File: config.mk
export PLATFORM = sky130hd
export DESIGN_NAME = btn_debounce_multi
export DESIGN_NICKNAME = d
export VERILOG_FILES = /design/src/rtl/btn_pkg.sv /design/src/rtl/btn_channel.sv /design/src/rtl/btn_debounce_multi.sv
export SDC_FILE = /design/constraint.sdc
export NUM_CORES = 1
export LEC_CHECK = 0
export BUFFER_PORTS_ARGS = -buffer_cell sky130_fd_sc_hd__buf_2
export CAP_MARGIN = 25
export CORE_ASPECT_RATIO = 1.2
export CORE_MARGIN = 3
export CORE_UTILIZATION = 45
export CTS_CLUSTER_DIAMETER = 80
export DETAILED_ROUTE_END_ITERATION = 12
export GPL_TIMING_DRIVEN = 1
export PLACE_DENSITY = 0.58
export SLEW_MARGIN = 0
export SYNTH_ARGS = -nofsm -noshare
export SYNTH_HDL_FRONTEND = slang
export SYNTH_SLANG_ARGS = --single-unit
export TNS_END_PERCENT = 5
File: constraint.sdc
create_clock -name CLK -period 7.54 [get_ports CLK]
set_clock_uncertainty 0.15 [all_clocks]
set_input_delay 1.508 -clock CLK [delete_from_list [all_inputs] [get_ports CLK]]
set_output_delay 1.508 -clock CLK [all_outputs]
set_load 0.005 [all_outputs]
File: src/rtl/btn_pkg.sv
// Shared types and width helper for the multi-channel push-button conditioner.
package btn_pkg;

  typedef enum logic [1:0] {IDLE, HELD, LONG} btn_state_t;

  // Counter width that holds 0..max_val, never narrower than one bit.
  function automatic int cnt_w(input int max_val);
    return (max_val < 1) ? 1 : $clog2(max_val + 1);
  endfunction

endpackage

File: src/rtl/btn_channel.sv
// One button channel: stability counter, IDLE/HELD/LONG FSM and registered outputs.
module btn_channel
  import btn_pkg::*;
#(
  parameter int STABLE_CNT     = 8,
  parameter int LONG_SAMPLES   = 1000,
  parameter int REPEAT_SAMPLES = 100
) (
  input  logic CLK,
  input  logic RST,
  input  logic p,
  input  logic tick,
  input  logic REPEAT_EN,
  output logic blevel,
  output logic bpress,
  output logic brelease,
  output logic blong,
  output logic brep
);

  localparam int STAB_W = cnt_w(STABLE_CNT - 1);
  localparam int HOLD_W = cnt_w(LONG_SAMPLES - 1);
  localparam int REP_W  = cnt_w(REPEAT_SAMPLES - 1);

  localparam logic [STAB_W-1:0] STAB_MAX = STAB_W'(STABLE_CNT - 1);
  localparam logic [HOLD_W-1:0] HOLD_MAX = HOLD_W'(LONG_SAMPLES - 1);
  localparam logic [REP_W-1:0]  REP_MAX  = REP_W'(REPEAT_SAMPLES - 1);

  btn_state_t        state_q, state_d;
  logic [STAB_W-1:0] stab_q, stab_d;
  logic [HOLD_W-1:0] hold_q, hold_d;
  logic [REP_W-1:0]  rep_q, rep_d;
  logic              level_d, press_d, release_d, long_d, rep_pulse_d;
  logic              differ, accept;

  always_comb begin
    // NOTE: every combinational output gets a default first so no latch is inferred.
    state_d     = state_q;
    stab_d      = stab_q;
    hold_d      = hold_q;
    rep_d       = rep_q;
    level_d     = blevel;
    press_d     = 1'b0;
    release_d   = 1'b0;
    long_d      = 1'b0;
    rep_pulse_d = 1'b0;
    differ      = (p != blevel);
    accept      = differ && (stab_q == STAB_MAX);

    if (tick) begin
      if (!differ || accept) stab_d = '0;
      else                   stab_d = stab_q + 1'b1;

      if (accept) level_d = p;

      // Release is checked first in HELD/LONG so it wins over long/repeat.
      unique case (state_q)
        IDLE: begin
          if (accept && p) begin
            state_d     = HELD;
            press_d     = 1'b1;
            rep_pulse_d = 1'b1;
            hold_d      = '0;
          end
        end
        HELD: begin
          if (accept) begin
            state_d   = IDLE;
            release_d = 1'b1;
            hold_d    = '0;
            rep_d     = '0;
          end else if (hold_q == HOLD_MAX) begin
            state_d = LONG;
            long_d  = 1'b1;
            rep_d   = '0;
          end else begin
            hold_d = hold_q + 1'b1;
          end
        end
        LONG: begin
          if (accept) begin
            state_d   = IDLE;
            release_d = 1'b1;
            hold_d    = '0;
            rep_d     = '0;
          end else if (rep_q == REP_MAX) begin
            rep_d       = '0;
            rep_pulse_d = REPEAT_EN;
          end else begin
            rep_d = rep_q + 1'b1;
          end
        end
        default: state_d = IDLE;
      endcase
    end
  end

  always_ff @(posedge CLK or posedge RST) begin
    if (RST) begin
      state_q  <= IDLE;
      stab_q   <= '0;
      hold_q   <= '0;
      rep_q    <= '0;
      blevel   <= 1'b0;
      bpress   <= 1'b0;
      brelease <= 1'b0;
      blong    <= 1'b0;
      brep     <= 1'b0;
    end else begin
      // NOTE: non-blocking assignments so all state updates together at the edge.
      state_q  <= state_d;
      stab_q   <= stab_d;
      hold_q   <= hold_d;
      rep_q    <= rep_d;
      blevel   <= level_d;
      bpress   <= press_d;
      brelease <= release_d;
      blong    <= long_d;
      brep     <= rep_pulse_d;
    end
  end

endmodule

File: src/rtl/btn_debounce_multi.sv
// Multi-channel push-button conditioner: synchronisers, shared sample prescaler, per-channel logic.
module btn_debounce_multi
  import btn_pkg::*;
#(
  parameter int N_BTN          = 4,
  parameter int CLK_HZ         = 50000000,
  parameter int SAMPLE_HZ      = 1000,
  parameter int STABLE_CNT     = 8,
  parameter int LONG_SAMPLES   = 1000,
  parameter int REPEAT_SAMPLES = 100
) (
  input  logic             CLK,
  input  logic             RST,
  input  logic [N_BTN-1:0] nBIN,
  input  logic             REPEAT_EN,
  output logic [N_BTN-1:0] BLEVEL,
  output logic [N_BTN-1:0] BPRESS,
  output logic [N_BTN-1:0] BRELEASE,
  output logic [N_BTN-1:0] BLONG,
  output logic [N_BTN-1:0] BREP
);

  localparam int               DIV     = CLK_HZ / SAMPLE_HZ;
  localparam int               PRE_W   = cnt_w(DIV - 1);
  localparam logic [PRE_W-1:0] PRE_MAX = PRE_W'(DIV - 1);

  logic [N_BTN-1:0] sync_1, sync_2, p;
  logic [PRE_W-1:0] pre_cnt;
  logic             tick;

  always_ff @(posedge CLK or posedge RST) begin
    if (RST) begin
      // NOTE: synchroniser flops reset to 1 so every button reads released until sampled.
      sync_1 <= '1;
      sync_2 <= '1;
    end else begin
      sync_1 <= nBIN;
      sync_2 <= sync_1;
    end
  end

  assign p = ~sync_2;

  always_ff @(posedge CLK or posedge RST) begin
    if (RST)                   pre_cnt <= '0;
    else if (pre_cnt == PRE_MAX) pre_cnt <= '0;
    else                       pre_cnt <= pre_cnt + 1'b1;
  end

  assign tick = (pre_cnt == PRE_MAX);

  for (genvar i = 0; i < N_BTN; i++) begin : g_ch
    btn_channel #(
      .STABLE_CNT    (STABLE_CNT),
      .LONG_SAMPLES  (LONG_SAMPLES),
      .REPEAT_SAMPLES(REPEAT_SAMPLES)
    ) u_ch (
      .CLK      (CLK),
      .RST      (RST),
      .p        (p[i]),
      .tick     (tick),
      .REPEAT_EN(REPEAT_EN),
      .blevel   (BLEVEL[i]),
      .bpress   (BPRESS[i]),
      .brelease (BRELEASE[i]),
      .blong    (BLONG[i]),
      .brep     (BREP[i])
    );
  end

endmodule

* Word level (Yosys, flattened, before mapping) *
Index checks and enable logic that the tools add are counted.

word-level totals
  bits in registers = 132
  bits in latches = 0
  memory bits (writable) = 0
  bits in read-only memories = 0
  bits of input ports = 7
  output and inout port bits = 20
  memories = 0

operators by class
  add/sub/neg operators = 13
  $mul = 0
  divide/modulo/power cells = 0
  order comparisons = 0
  equality and inequality tests = 41
  shift operators = 0
  muxes and demuxes = 121
  bitwise operators = 1
  reductions and logical operators = 48

operators by type and width
  cell                     count
  $mux W10                 16
  $pmux W10 S3             4
  $mux W7                  16
  $pmux W7 S2              4
  $mux W1                  52
  $add A10 B1 Y10 const B  4
  $eq A10 B10 Y1 const B   4
  $mux W2                  16
  $add A7 B1 Y7 const B    4
  $eq A7 B7 Y1 const B     4
  $pmux W2 S3              4
  $reduce_and A5 Y1        4
  $add A16 B1 Y16 const B  1
  $eq A16 B16 Y1 const B   1
  $mux W16                 1
  $ne A2 B1 Y1 const B     8
  $reduce_and A4 Y1        4
  $add A3 B1 Y3 const B    4
  $eq A3 B3 Y1 const B     4
  $mux W3                  4
  $ne A3 B1 Y1 const B     4
  $ne A3 B2 Y1 const B     4
  $reduce_and A3 Y1        4
  $reduce_bool A3 Y1       4
  12 further kinds         49

* Depth between registers and ports, before layout *
  depth after elaboration = 7
  mapped depth = 9
  mapped depth without buffers = 7

* Modules after synthesis *
Synthesis repeated with hierarchy kept, for this count alone.

second synthesis, totals
  cell total of the unflattened synthesis = 710
  area total of the unflattened synthesis = 6,989.2 sq um

by module, submodules not included
  module              instances  cells each  area an instance (sq um)
  btn_channel         4          156         1,496.4
  btn_debounce_multi  1          86          1,003.5

* Worst setup path before layout *
OpenSTA, ideal clock, no wires.

  path type = register to register
  from = reg g_ch[1].u_ch.stab_q[0]
  to = reg g_ch[1].u_ch.hold_q[4]
  library setup time = 0.158 ns
  data arrival time = 2.090 ns
  slack = 5.142 ns
  cell stages (with the launch flop) = 9
  buffers on the path = 1
  cell sequence = dfrtp_1 > ha_1 > ha_1 > clkbuf_1 > and4b_1 > a211oi_1 > a2111o_1 > or3_1 > a21oi_1

between the ends
  word-level cells in the longest chain between the ends = 5
  elaborated cells between the ends (all ways) = 9
  classes of those cells = eq/ne (4); mux (2); reduce/logical (3)

RTL lines
  what                                RTL line            RTL
  from (decl)                         btn_channel.sv:30   logic [STAB_W-1:0] stab_q, stab_d;
  from (signal assigned)              btn_channel.sv:112  stab_q <= stab_d;
  $eq A3 B3 Y1 *                      btn_channel.sv:48   accept = differ && (stab_q == STAB_MAX);
  $logic_and A1 B1 Y1 *               btn_channel.sv:48
  $logic_and A1 B1 Y1                 btn_channel.sv:59   if (accept && p) begin
  $ne A2 B1 Y1 (no source line)       n/a
  $reduce_and A5 Y1 (no source line)  n/a
  to (signal assigned)                btn_channel.sv:113  hold_q <= hold_d;
  to (decl)                           btn_channel.sv:31   logic [HOLD_W-1:0] hold_q, hold_d;

Mark *: on every way between the ends. The rest lies on a longest branch, timed or not.
A chain may end at the register's enable or synchronous reset.

* Final worst setup path *
  from = reg pre_cnt[0]
  to = reg g_ch[2].u_ch.rep_q[6]

between the ends
  word-level cells in the longest chain between the ends = 2

RTL lines
  what                                RTL line                  RTL
  from (decl)                         btn_debounce_multi.sv:28  logic [PRE_W-1:0] pre_cnt;
  from (signal assigned)              btn_debounce_multi.sv:47  else pre_cnt <= pre_cnt + 1'b1;
  $eq A16 B16 Y1                      btn_debounce_multi.sv:50  assign tick = (pre_cnt == PRE_MAX);
  $reduce_and A3 Y1 (no source line)  n/a
  to (signal assigned)                btn_channel.sv:114        rep_q <= rep_d;
  to (decl)                           btn_channel.sv:32         logic [REP_W-1:0] rep_q, rep_d;

Every way passes these cells.

==> Implementation_results.wiki <==
{| class="wikitable"
! Metric !! Value
|-
| Result of the run || complete, no violations
|-
| Share of final-layout standard cells stronger than drive strength 1 || 0.108
|-
| Placeable Area || approximately 15000 sq um
|-
| Power, Total || 1.63 mW
|-
| Clock tree from TritonCTS || built
|-
| Unique cell type count in the Yosys netlist || slightly above 60
|-
| Portion of total power attributed to the clock network || 0.548
|-
| Share of flip-flops with an asynchronous set or reset || 1.00
|-
| First-pass GRT wire length || about 25000 um
|-
| Fillcell total || approximately 1400
|-
| Fin cells || 973
|-
| Worst-case headroom to the max-slew limit || 0.281
|-
| Synth Instances || roughly 740
|-
| Share of the yosys chip area belonging to registers || 0.474
|-
| Instance area at placement || ~7200 sq um
|-
| Crit path cell chain || ha_1 > and3_1 > and4_1 > o211ai_1 > or4_1 > nand3_1
|-
| Full die area || roughly 17000 sq um
|-
| Cell area after synthesis || roughly 7000 sq um
|-
| Critical path endpoint category || register
|-
| Via count of the first global-routing pass || between 5000 and 6000
|-
| Synthesis warning total || 0
|-
| Depth of the CTS H-tree || 4
|-
| Post-synthesis sequential element count || roughly 130
|-
| Final critical delay including setup and external delays || around 3000 ps
|-
| All-layer global routing usage || 0.179
|-
| Buffers inserted by post-CTS timing repair || 0
|-
| Final routed wire length divided by cell count || between 10 and 15 um
|-
| Area growth, synth to finish || 12.1%
|-
| Clock root buffer || sky130_fd_sc_hd__clkbuf_16
|-
| RSZ-0062 raised after global routing || false
|-
| Count of vias placed by the detailed router || approximately 5500
|-
| Average footprint of a synthesized cell || around 9.4 sq um
|-
| Buffer depth of the longest clock path || 2
|-
| Number of hold violations in the final report || 0
|-
| Clock buffers created by TritonCTS || 17
|-
| Sw Share || 0.193
|-
| Largest stage delay on the critical path || slightly below 800 ps
|-
| Comb pwr share || 0.012
|-
| Count of unresolved DRC violations after routing || 0
|-
| Grt total ovfl || 0
|-
| FMAX || 324 MHz
|-
| PD cells || 207 nW/um^2
|-
| Predominant post-synthesis flop cell || sky130_fd_sc_hd__dfrtp_1
|-
| Worst setup path category || register to register
|-
| Pin count of the biggest net entering global routing || between 70 and 80
|-
| Actual transition at the worst max-transition pin || approximately 1100 ps
|-
| Share of total power in sequential cells || 0.440
|-
| Clock network latency to the later pin of the worst-skew pair || 410 ps
|-
| Initial antenna violation count || 0
|-
| Placed wire-length estimate || between 10000 and 15000 um
|-
| Commonest non-fill, non-tap cell in the layout || sky130_fd_sc_hd__dfrtp_1
|-
| Final setup violation count || 0
|-
| Post-CTS resize count || 0
|-
| Number of flops mapped to enable cells by yosys || 0
|-
| Net count of the finished layout || approximately 800
|-
| Clk sinks || between 100 and 150
|-
| DRT antenna net count || 0
|-
| Final Max Slew Viols || 0
|-
| Fin worst setup slack || 4450 ps
|-
| Clock input transition at the sequential cells of the worst setup and hold paths || ~60 ps
|-
| Pre-Repair DR Iteration Count || 4
|-
| Routability-driven placement congestion ratio || slightly above 0.8
|-
| Die height || 143 um
|-
| Aggregate negative setup slack || 0 ps
|-
| Kind of start point of the critical path || register
|-
| Slowest library cell on the worst path || sky130_fd_sc_hd__and4_1
|-
| Leakage component of the power || 3.53 nW
|-
| Data arrival at the endpoint of the critical path || ~3300 ps
|-
| Post-CTS Hold Buffers || 0
|-
| Antenna diode count || 0
|-
| Std-Cell Rows || 49
|-
| Vias per std cell || ~5.6
|-
| Worst vdd rail ir drop || 96.8 uV
|-
| Initial DRC count || approximately 240
|-
| Mapped Nets || 783
|-
| Chip Width || 120 um
|-
| Placed Instances || 941
|-
| Number of port buffers || 26
|-
| Tcrit/Tclk final || 0.410
|-
| Switching Power || about 0.31 mW
|-
| Ports || 27
|-
| Final design instance area without fill || between 7000 and 8000 sq um
|-
| Post-place setup slack || roughly 4300 ps
|-
| Hold slack || ~210 ps
|-
| Count of max-cap constraint violations || 0
|-
| Max FO, Critical Path || 20
|-
| Required time worst endpoint || between 7000 and 8000 ps
|-
| Total Wirelength || 14500 um
|-
| Path type of the worst min-delay path || register to register
|-
| Initial core utilization || 0.463
|-
| Utilization of the core after routing || 0.520
|-
| Commonest cells after routing, fill and taps aside || 124 x sky130_fd_sc_hd__dfrtp_1, 87 x sky130_fd_sc_hd__nand2_1, 75 x sky130_fd_sc_hd__o21ai_0
|-
| Design internal power || about 1.3 mW
|}
worst paths after layout:
check                                          to  cells after the start  slack, ps       start
max in group asynchronous              pre_cnt[2]                      3       4900         RST
hold reg to reg                         sync_2[1]                      0        210   sync_1[1]
hold / removal                          sync_2[1]                      0        210   sync_1[1]
setup / recovery            g_ch[2].u_ch.rep_q[6]                      6       4450  pre_cnt[0]
min in group asynchronous  g_ch[3].u_ch.hold_q[5]                      2       1000         RST
setup reg to reg            g_ch[2].u_ch.rep_q[6]                      6       4450  pre_cnt[0]
metal layers:
| metal | track usage | up-vias | wire (um) |
|---|---|---|---|
| li1 | - | 2671 | - |
| met1 | 0.212 | 2675 | 6440 |
| met2 | 0.316 | 85 | 7340 |
| met3 | 0.0354 | 25 | 383 |
| met4 | 0.0766 | 0 | 339 |
| met5 | 0 | - | 0 |
flip-flops by register name, indices dropped and copies added (netlist names):
register,count
sync_2,4
g_ch.u_ch.brelease,4
g_ch.u_ch.stab_q,12
g_ch.u_ch.brep,4
pre_cnt,16
g_ch.u_ch.bpress,4
sync_1,4
g_ch.u_ch.blevel,4
g_ch.u_ch.blong,4
g_ch.u_ch.rep_q,28
g_ch.u_ch.hold_q,40
g_ch.u_ch.state_q,8
critical path, delay by kind of cell (launching register included):
kind / cells / cell delay, ps
AO/OA/AOI/OAI: 1 / 480
adder cells (fa/ha/maj): 1 / 240
flip-flops: 1 / 410
AND/OR/NAND/NOR: 4 / 1750
cell type report:
cell class                 instances  area (sq um)  area share
clock buffer                      23           498      0.0635
clock inverter                     9           148      0.0188
inverter                          32           125      0.0160
multi-input combinational        543          3340       0.426
sequential                       132          3310       0.423
tap                              204           255      0.0326
timing repair buffer              30           160      0.0204
Yosys cell counts, drive strengths merged, types with 3 or more instances:
library cell | n | share of area
a211oi | 3 | 0.0032
a21boi | 5 | 0.0054
a21o | 3 | 0.0032
a21oi | 13 | 0.0093
a22o | 4 | 0.0050
a31oi | 5 | 0.0045
and2 | 9 | 0.0081
and3 | 20 | 0.018
and4 | 4 | 0.0050
and4b | 3 | 0.0043
buf | 24 | 0.025
clkbuf | 12 | 0.0066
dfrtp | 124 | 0.44
dfstp | 8 | 0.030
ha | 33 | 0.059
inv | 32 | 0.017
nand2 | 87 | 0.047
nand2b | 15 | 0.013
nand3 | 38 | 0.027
nand3b | 3 | 0.0032
nand4 | 12 | 0.011
nand4b | 6 | 0.0075
nor2 | 56 | 0.030
nor2b | 5 | 0.0045
nor3 | 22 | 0.017
nor3b | 6 | 0.0064
nor4 | 16 | 0.016
o211ai | 8 | 0.0093
o21ai | 81 | 0.058
o31ai | 26 | 0.028
or2 | 4 | 0.0036
or3 | 6 | 0.0054
or4 | 6 | 0.0064
xnor2 | 12 | 0.015
xor2 | 13 | 0.017
cells by family (layout without fill, tap and decap cells):
logic type | Yosys count | in the layout | share of synthesized area
AO/OA/AOI/OAI | 160 | 160 | 0.140
XOR/XNOR | 25 | 25 | 0.0324
adder cells (fa/ha/maj) | 33 | 33 | 0.0591
buffers and inverters | 68 | 94 | 0.0483
flip-flops | 132 | 132 | 0.474
multiplexers | 1 | 1 | 0.00143
AND/OR/NAND/NOR | 324 | 324 | 0.244
power by group through the flow:
stage               clock [mW]  combinational (mW)  sequential [mW]
CTS                      0.910              0.0216            0.715
global placement             0              0.0210            0.727
detailed placement           0              0.0215            0.727
floorplan                    0              0.0136            0.727
finish                   0.890              0.0199            0.715
global route             0.943              0.0237            0.715
No activity file was read; power rests on OpenSTA's default activity.
